### src/rtl/multi_clock_divider.sv
// Runtime-programmable multi-channel clock divider with per-channel period/high-time and tick strobe.
// Optional `SYNC_RESTART_EN adds sync_in, which force-wraps every enabled channel for phase alignment.
module multi_clock_divider #(
    parameter  int NUM_CH         = 4,
    parameter  int CNT_W          = 32,
    parameter  int DEFAULT_PERIOD = 2,
    parameter  int DEFAULT_HIGH   = 1,
    localparam int CH_W           = (NUM_CH > 1) ? $clog2(NUM_CH) : 1
) (
    input  logic              clk,
    input  logic              rst,
`ifdef SYNC_RESTART_EN
    input  logic              sync_in,
`endif
    input  logic [NUM_CH-1:0] ch_en,
    input  logic              wr_en,
    input  logic [CH_W-1:0]   wr_ch,
    input  logic [CNT_W-1:0]  wr_period,
    input  logic [CNT_W-1:0]  wr_high,
    output logic              wr_err,
    output logic [NUM_CH-1:0] clk_out,
    output logic [NUM_CH-1:0] tick
);

    localparam int unsigned NCH_U    = NUM_CH;
    localparam int unsigned CH_SLOTS = 2 ** CH_W;

    typedef logic [CNT_W-1:0] cnt_t;

    localparam cnt_t ONE   = cnt_t'(1);
    localparam cnt_t DEF_P = cnt_t'(DEFAULT_PERIOD);
    localparam cnt_t DEF_H = cnt_t'(DEFAULT_HIGH);

    cnt_t per_q [NUM_CH];
    cnt_t high_q[NUM_CH];
    cnt_t shp_q [NUM_CH];
    cnt_t shh_q [NUM_CH];
    cnt_t cnt_q [NUM_CH];
    logic [NUM_CH-1:0] pend_q;

    cnt_t per_d [NUM_CH];
    cnt_t high_d[NUM_CH];
    cnt_t shp_d [NUM_CH];
    cnt_t shh_d [NUM_CH];
    cnt_t cnt_d [NUM_CH];
    logic [NUM_CH-1:0] pend_d;
    logic [NUM_CH-1:0] clk_d;
    logic [NUM_CH-1:0] tick_d;

    logic [CH_SLOTS-1:0] ch_valid;
    logic                wr_ok;
    logic                sync_w;

`ifdef SYNC_RESTART_EN
    assign sync_w = sync_in;
`else
    assign sync_w = 1'b0;
`endif

    // Lookup of legal channel indices; avoids a compare that is constant when NUM_CH is a power of two
    always_comb begin
        ch_valid = '0;
        for (int unsigned i = 0; i < CH_SLOTS; i++) begin
            ch_valid[i] = (i < NCH_U);
        end
    end

    assign wr_ok = wr_en && ch_valid[wr_ch] && (wr_period != '0);

    always_comb begin
        pend_d = pend_q;
        clk_d  = '0;
        tick_d = '0;
        for (int unsigned c = 0; c < NCH_U; c++) begin
            per_d[c]  = per_q[c];
            high_d[c] = high_q[c];
            shp_d[c]  = shp_q[c];
            shh_d[c]  = shh_q[c];
            cnt_d[c]  = cnt_q[c];
            if (ch_en[c]) begin
                if ((cnt_q[c] == per_q[c] - ONE) || sync_w) begin
                    if (pend_q[c]) begin
                        per_d[c]  = shp_q[c];
                        high_d[c] = shh_q[c];
                        pend_d[c] = 1'b0;
                    end
                    cnt_d[c]  = '0;
                    tick_d[c] = 1'b1;
                end else begin
                    cnt_d[c] = cnt_q[c] + ONE;
                end
                clk_d[c] = (cnt_d[c] < high_d[c]);
                // A write landing on a wrap is only shadowed here, so it waits for the following wrap
                if (wr_ok && (wr_ch == CH_W'(c))) begin
                    shp_d[c]  = wr_period;
                    shh_d[c]  = wr_high;
                    pend_d[c] = 1'b1;
                end
            end else begin
                if (wr_ok && (wr_ch == CH_W'(c))) begin
                    per_d[c]  = wr_period;
                    high_d[c] = wr_high;
                    shp_d[c]  = wr_period;
                    shh_d[c]  = wr_high;
                    pend_d[c] = 1'b0;
                end else if (pend_q[c]) begin
                    per_d[c]  = shp_q[c];
                    high_d[c] = shh_q[c];
                    pend_d[c] = 1'b0;
                end
                cnt_d[c] = per_d[c] - ONE;
            end
        end
    end

    always_ff @(posedge clk or posedge rst) begin
        if (rst) begin
            for (int unsigned c = 0; c < NCH_U; c++) begin
                per_q[c]  <= DEF_P;
                high_q[c] <= DEF_H;
                shp_q[c]  <= DEF_P;
                shh_q[c]  <= DEF_H;
                cnt_q[c]  <= DEF_P - ONE;
            end
            pend_q  <= '0;
            clk_out <= '0;
            tick    <= '0;
            wr_err  <= 1'b0;
        end else begin
            for (int unsigned c = 0; c < NCH_U; c++) begin
                per_q[c]  <= per_d[c];
                high_q[c] <= high_d[c];
                shp_q[c]  <= shp_d[c];
                shh_q[c]  <= shh_d[c];
                cnt_q[c]  <= cnt_d[c];
            end
            pend_q  <= pend_d;
            clk_out <= clk_d;
            tick    <= tick_d;
            wr_err  <= wr_en && !wr_ok;
        end
    end

endmodule

### config.mk
export PLATFORM = sky130hd
export DESIGN_NAME = multi_clock_divider
export DESIGN_NICKNAME = d
export VERILOG_FILES = /design/src/rtl/multi_clock_divider.sv
export SDC_FILE = /design/constraint.sdc
export NUM_CORES = 2
export LEC_CHECK = 0
export ABC_AREA = 1
export ABC_CLOCK_PERIOD_IN_PS = 55500
export BUFFER_PORTS_ARGS = -buffer_cell sky130_fd_sc_hd__buf_2
export CORE_UTILIZATION = 58
export DETAILED_ROUTE_END_ITERATION = 10
export PLACE_DENSITY = 0.82
export SYNTH_ARGS = -nofsm -noshare
export SYNTH_HDL_FRONTEND = slang
export SYNTH_SLANG_ARGS = --single-unit
### constraint.sdc
create_clock -name clk -period 55.5 [get_ports clk]
set_input_delay 11.1 -clock clk [delete_from_list [all_inputs] [get_ports clk]]
set_output_delay 11.1 -clock clk [all_outputs]
set_load 0.03 [all_outputs]
# Word-level counts from Yosys, hierarchy flattened
# Index checks and enable logic that the tools add are counted.
# Widths: inputs -> output; s select.
[op_classes]
n_addsub = 12
magnitude_cmp = 5
eq_ne = 15
n_mux = 78
reduce_logical = 10
[op_table]
columns = ["operator", "count"]
rows = [
  ["$mux 32", 52],
  ["$sub 32x1->32 const B", 8],
  ["$add 32x1->32 const B", 4],
  ["$eq 32x32->1", 4],
  ["$lt 32x32->1", 4],
  ["$reduce_bool 32->1", 1],
  ["$mux 1", 25],
  ["$ne 3x1->1 const B", 4],
  ["$ne 2x1->1 const B", 4],
  ["$logic_and 1x1->1", 7],
  ["$eq 2x2->1 const B", 2],
  ["$lt 2x3->1 const B", 1],
  ["$bmux 1 s2", 1],
  ["$eq 2x1->1 const B", 1],
  ["$logic_not 2->1", 1],
  ["$logic_not 1->1", 1],
]
[totals]
register_bits = 653
out_inout_bits = 9
elab_cells = 147

# Depth between registers and ports, before layout
[logic_depth]
word_depth = 9
mapped_depth = 28
mapped_depth_nobuf = 27

# Least setup slack after synthesis
# Ideal clock, no wire load.
[synth_timing]
kind = "input port to flip-flop"
start = "input wr_period[16]"
end = "register cnt_q[122] (netlist name)"
setup_ns = 0.132
arrival_time_ns = 13.208
setup_slack_ns = 42.161
cell_stages = 19
path_buffers = 1
cell_sequence = "nor4_1 > nand2_1 > nor3_2 > nand2_1 > nand2_4 > inv_6 > nand2_8 > buf_6 > o21ai_0 > inv_1 > ha_1 > inv_1 > nor2_1 > nand2_1 > nor2_2 > nand2_1 > nor2_1 > xor2_1 > o21ai_1"
[synth_lines]
columns = ["element", "line_no", "text"]
rows = [
  ["from (decl)", "18", "input logic [CNT_W-1:0] wr_period,"],
  ["to (signal, indexed assignment)", "123", "cnt_q[c] <= DEF_P - ONE;"],
  ["to (signal, indexed assignment)", "135", "cnt_q[c] <= cnt_d[c];"],
  ["to (decl)", "38", "cnt_t cnt_q [NUM_CH];"],
]

==> impl_results.md <==
- Syn avg cell area: between 6 and 7 um^2
- Routed vias: between 40000 and 50000
- Compound-Gate Fraction of Synth Area: 0.162
- Outcome: completed
- Setup repair bufs after CTS: 0
- Synth Area in XOR/XNOR: 0.0457
- DR iter-0 viols: approximately 5200
- Worst slew pin tran: approximately 1.2 ns
- Post-synthesis mux area share: 0.000645
- Average routed wire per standard cell: between 20 and 25 um
- Synth warn: 0
- CP Max Fanout: 84
- PwrDens: around 38 nW/um^2
- DR DRC count: 0
- Vias in the first global route: 42700
- Post-layout min period: around 15 ns
- Dominant synthesized flop cell: dfrtp_1
- All-Layer GR Usage: 0.386
- EDFF count, synth: 0
- Post-Syn Area: approximately 47000 um^2
- Final Skew: around 0.032 ns
- Share of layout cells above drive strength 1: 0.0676
- TritonCTS clock tree: done
- Critical setup path kind: input port to flip-flop
- Initial antenna violation count: 9
- Critical path's largest stage delay: between 0.6 and 0.7 ns
- Fin area: about 50000 um^2
- Layout area overhead: 7.17%
- Cell Chain, Critical Path: buf_2 -> nor2_1 -> nand3_1 -> nor4_1 -> nand2_1 -> nand2_4 -> inv_6 -> nand3_4 -> buf_4 -> inv_4 -> buf_4 -> nand2_1 -> nand2_1 -> inv_1 -> ha_1 -> nand2_1 -> nor2_1 -> nand2_1 -> xor2_1 -> nand2_1 -> o21ai_0
- Crit path buf inv count: 6
- Port bufs: 81
- CTS max path bufs: 3
- Die area: a little over 80000 um^2
- GP Congestion: between 1 and 1.5
- Layout Nets: 7062
- Setup TNS Final: 0 ns
- Final HPWL from detailed placement: approximately 120 mm
- DIE HEIGHT: ~290 um
- CP top delay family: buffers and inverters
- Post-Synth Adder-Cell Area: 0.0365
- Worst setup startpoint: wr_period[2]
- Reg2reg start: per_q[38]
- Reg-to-reg endpoint: clk_out[2]
- Synth Instances: about 6900
- Clock tree sinks: 653
- Latest clock arrival within the worst-skew pair: 0.65 ns
- # setup viols final: 0
- M3 GR Usage: 0.0786
- Setup WS post-layout: slightly above 40 ns
- Yosys reg bits: 653
- Largest family of logic cells by synthesized area: simple AND/OR/NAND/NOR gates
- GR met1 Demand/Resource: 0.521
- Syn_nets: approximately 7000
- First-pass GRT wire length: between 200 and 250 mm
- Final Hold Slack: between 0.4 and 0.5 ns
- Core area: 79300 um^2
- Post-Route WL: 159 mm
- Ys async rst share: 1.00
- Slew margin rel.: 0.185
- R2R depth: 21
- Sequential-to-total area share from yosys stat: 0.351
- GRT met2 Usage: 0.593
- Filler Cell Count: around 7300
- First drt pass iteration count: 8
- Crit path capture type: flip-flop
- Reg2Reg Setup Slack: 49.96 ns
- # rows: around 100
- Die X: about 290 um
- Layer with the highest usage: met2
- Total gr overflow: 0
- # H-tree levels: 3
- CTS clk-pin slew, worst paths: around 0.06 ns
- Drt via density: 5.84
- Post-CTS sizing: 0
- LEAKAGE: between 20 and 25 nW
- Worst path required time: 55.97 ns
- IR drop worst, VDD: 0.0284 mV
- Number of max-cap violations: 0
- Clock Tree Root: clkbuf_16
- Fmax: ~0.067 GHz
- Post-Synth Simple-Gate Area: 0.310
- Cell taking the most area after synthesis: dfrtp_1
- Cell repeated most along the worst path: nand2_1
- Synth area leaders: dfrtp_1 (34%), nand2_1 (17%), o21ai_0 (8.9%)
- Top cell type's share of synthesized area: 0.340
- Critical path destination: cnt_q[80]
- Critical path arrival: roughly 15 ns
- Largest net degree at the start of global routing: 189
- Initial Util: 0.588
- Max-slew violation count: 0
- CP max stage cell: buf_4
- Unique masters post-synth: 66
- RSZ-0062 raised after global routing: no
- Tightest Hold Check Type: flip-flop to flip-flop
- Inserted Clock Buffers: 75
- Area after DPL: about 47000 um^2
- Critical Path Stages: 21
- ANT nets after route: 0
- Hold-fix buffers at CTS: 0
- Tcrit/Tclk final: 0.269
- Final hold viol count: 0
- Pre-CTS setup slack: between 40 and 50 ns
- # IOs: approximately 80
- Critical Path Start Type: input port
[state kept, by name (all words and copies together), names as in the netlist]
register,flops
per_q,128
high_q,128
pend_q,4
wr_err,1
clk_out,4
tick,4
shh_q,128
cnt_q,128
shp_q,128
[worst min-delay path by stage]
stage | startpoint | endpoint | slack [ns] | depth (start not counted)
final | shp_q[33] | shp_q[33] | 0.47 | 2
after global routing | shp_q[33] | shp_q[33] | 0.49 | 2
after CTS | shp_q[33] | shp_q[33] | 0.47 | 2
after detailed placement | shp_q[33] | shp_q[33] | 0.46 | 2
after global placement | shp_q[0] | shp_q[0] | 0.45 | 2
after floorplan | shp_q[0] | shp_q[0] | 0.44 | 2
[final cells by class]
| class | instances | area [um^2] | share of cell area |
|---|---|---|---|
| repair buffers | 112 | 676 | 0.0135 |
| diodes | 7 | 17.5 | 0.000351 |
| clock buffers | 106 | 2230 | 0.0446 |
| multi-input cells | 5190 | 25900 | 0.518 |
| flip-flops and latches | 653 | 16400 | 0.328 |
| well taps | 1050 | 1310 | 0.0263 |
| inverters | 821 | 3100 | 0.0621 |
| clock inverters | 30 | 335 | 0.00672 |
[where the power goes]
part,switching [mW],internal [mW],total (mW),leakage [nW]
registers,0.0952,0.566,0.661,8.12
logic,0.473,0.229,0.701,14.4
clock network,0.214,0.305,0.519,1.27
total,0.782,1.10,1.88,23.8
[metrics by stage]
stage,utilization,power (mW),cells
2_1_floorplan,-,1.14,6943
4_1_cts,0.630,1.87,7962
5_1_grt,0.630,2.00,7962
3_5_place_dp,0.597,1.35,7826
6_report,0.630,1.88,7969
3_3_place_gp,0.597,1.33,7826
[cells in the mapped netlist, types with 77 or more instances]
| library cell | instances |
|---|---|
| nand2_1 | 2115 |
| o21ai_0 | 829 |
| inv_1 | 794 |
| nor2_1 | 724 |
| dfrtp_1 | 633 |
| nand3_1 | 224 |
| clkbuf_1 | 193 |
| xor2_1 | 166 |
| a21oi_1 | 150 |
| o21ai_1 | 146 |
| ha_1 | 136 |
| o221ai_1 | 101 |
| nand4_1 | 88 |
| xnor2_1 | 77 |
[worst min-delay path, cell delays in order (launching register included)]
cell	delay, ns
dfstp_2	0.37
nand2_1	0.06
nand2_1	0.05
[layer usage]
metal	part of all wire	wire [um]
met4	0.051	8110
met2	0.44	70500
met1	0.41	64800
met3	0.10	16000
met5	0.00021	34
[logic make-up after synthesis]
| group | after synthesis |
|---|---|
| AND/OR/NAND/NOR | 3445 |
| AO/OA/AOI/OAI | 1363 |
| adder cells (fa/ha/maj) | 136 |
| flip-flops | 653 |
| XOR/XNOR | 243 |
| buffers and inverters | 1100 |
| multiplexers | 3 |
[placed cells by master (no fill, tap or decap), types with 12 or more instances in the layout]
| master | synthesis | routed |
|---|---|---|
| a21oi_1 | 150 | 150 |
| a22oi_1 | 15 | 15 |
| a31oi_1 | 23 | 23 |
| buf_2 | 49 | 81 |
| buf_4 | 8 | 28 |
| clkbuf_1 | 193 | 12 |
| clkbuf_16 | 0 | 79 |
| clkbuf_8 | 0 | 15 |
| clkinv_2 | 0 | 16 |
| dfrtp_1 | 633 | 629 |
| dfstp_2 | 20 | 20 |
| ha_1 | 136 | 136 |
| inv_1 | 794 | 791 |
| inv_2 | 22 | 24 |
| nand2_1 | 2115 | 2115 |
| nand2_2 | 24 | 24 |
| nand3_1 | 224 | 224 |
| nand3b_1 | 34 | 34 |
| nand4_1 | 88 | 88 |
| nor2_1 | 724 | 721 |
| nor2_2 | 53 | 55 |
| nor2_4 | 15 | 16 |
| nor3_1 | 55 | 55 |
| nor4_1 | 24 | 24 |
| o211ai_1 | 28 | 28 |
| o21ai_0 | 829 | 829 |
| o21ai_1 | 146 | 146 |
| o21ai_2 | 13 | 13 |
| o221ai_1 | 101 | 101 |
| o22ai_1 | 14 | 14 |
| or2_2 | 32 | 32 |
| xnor2_1 | 77 | 77 |
| xor2_1 | 166 | 166 |
Power figures use the tool's default switching activity.
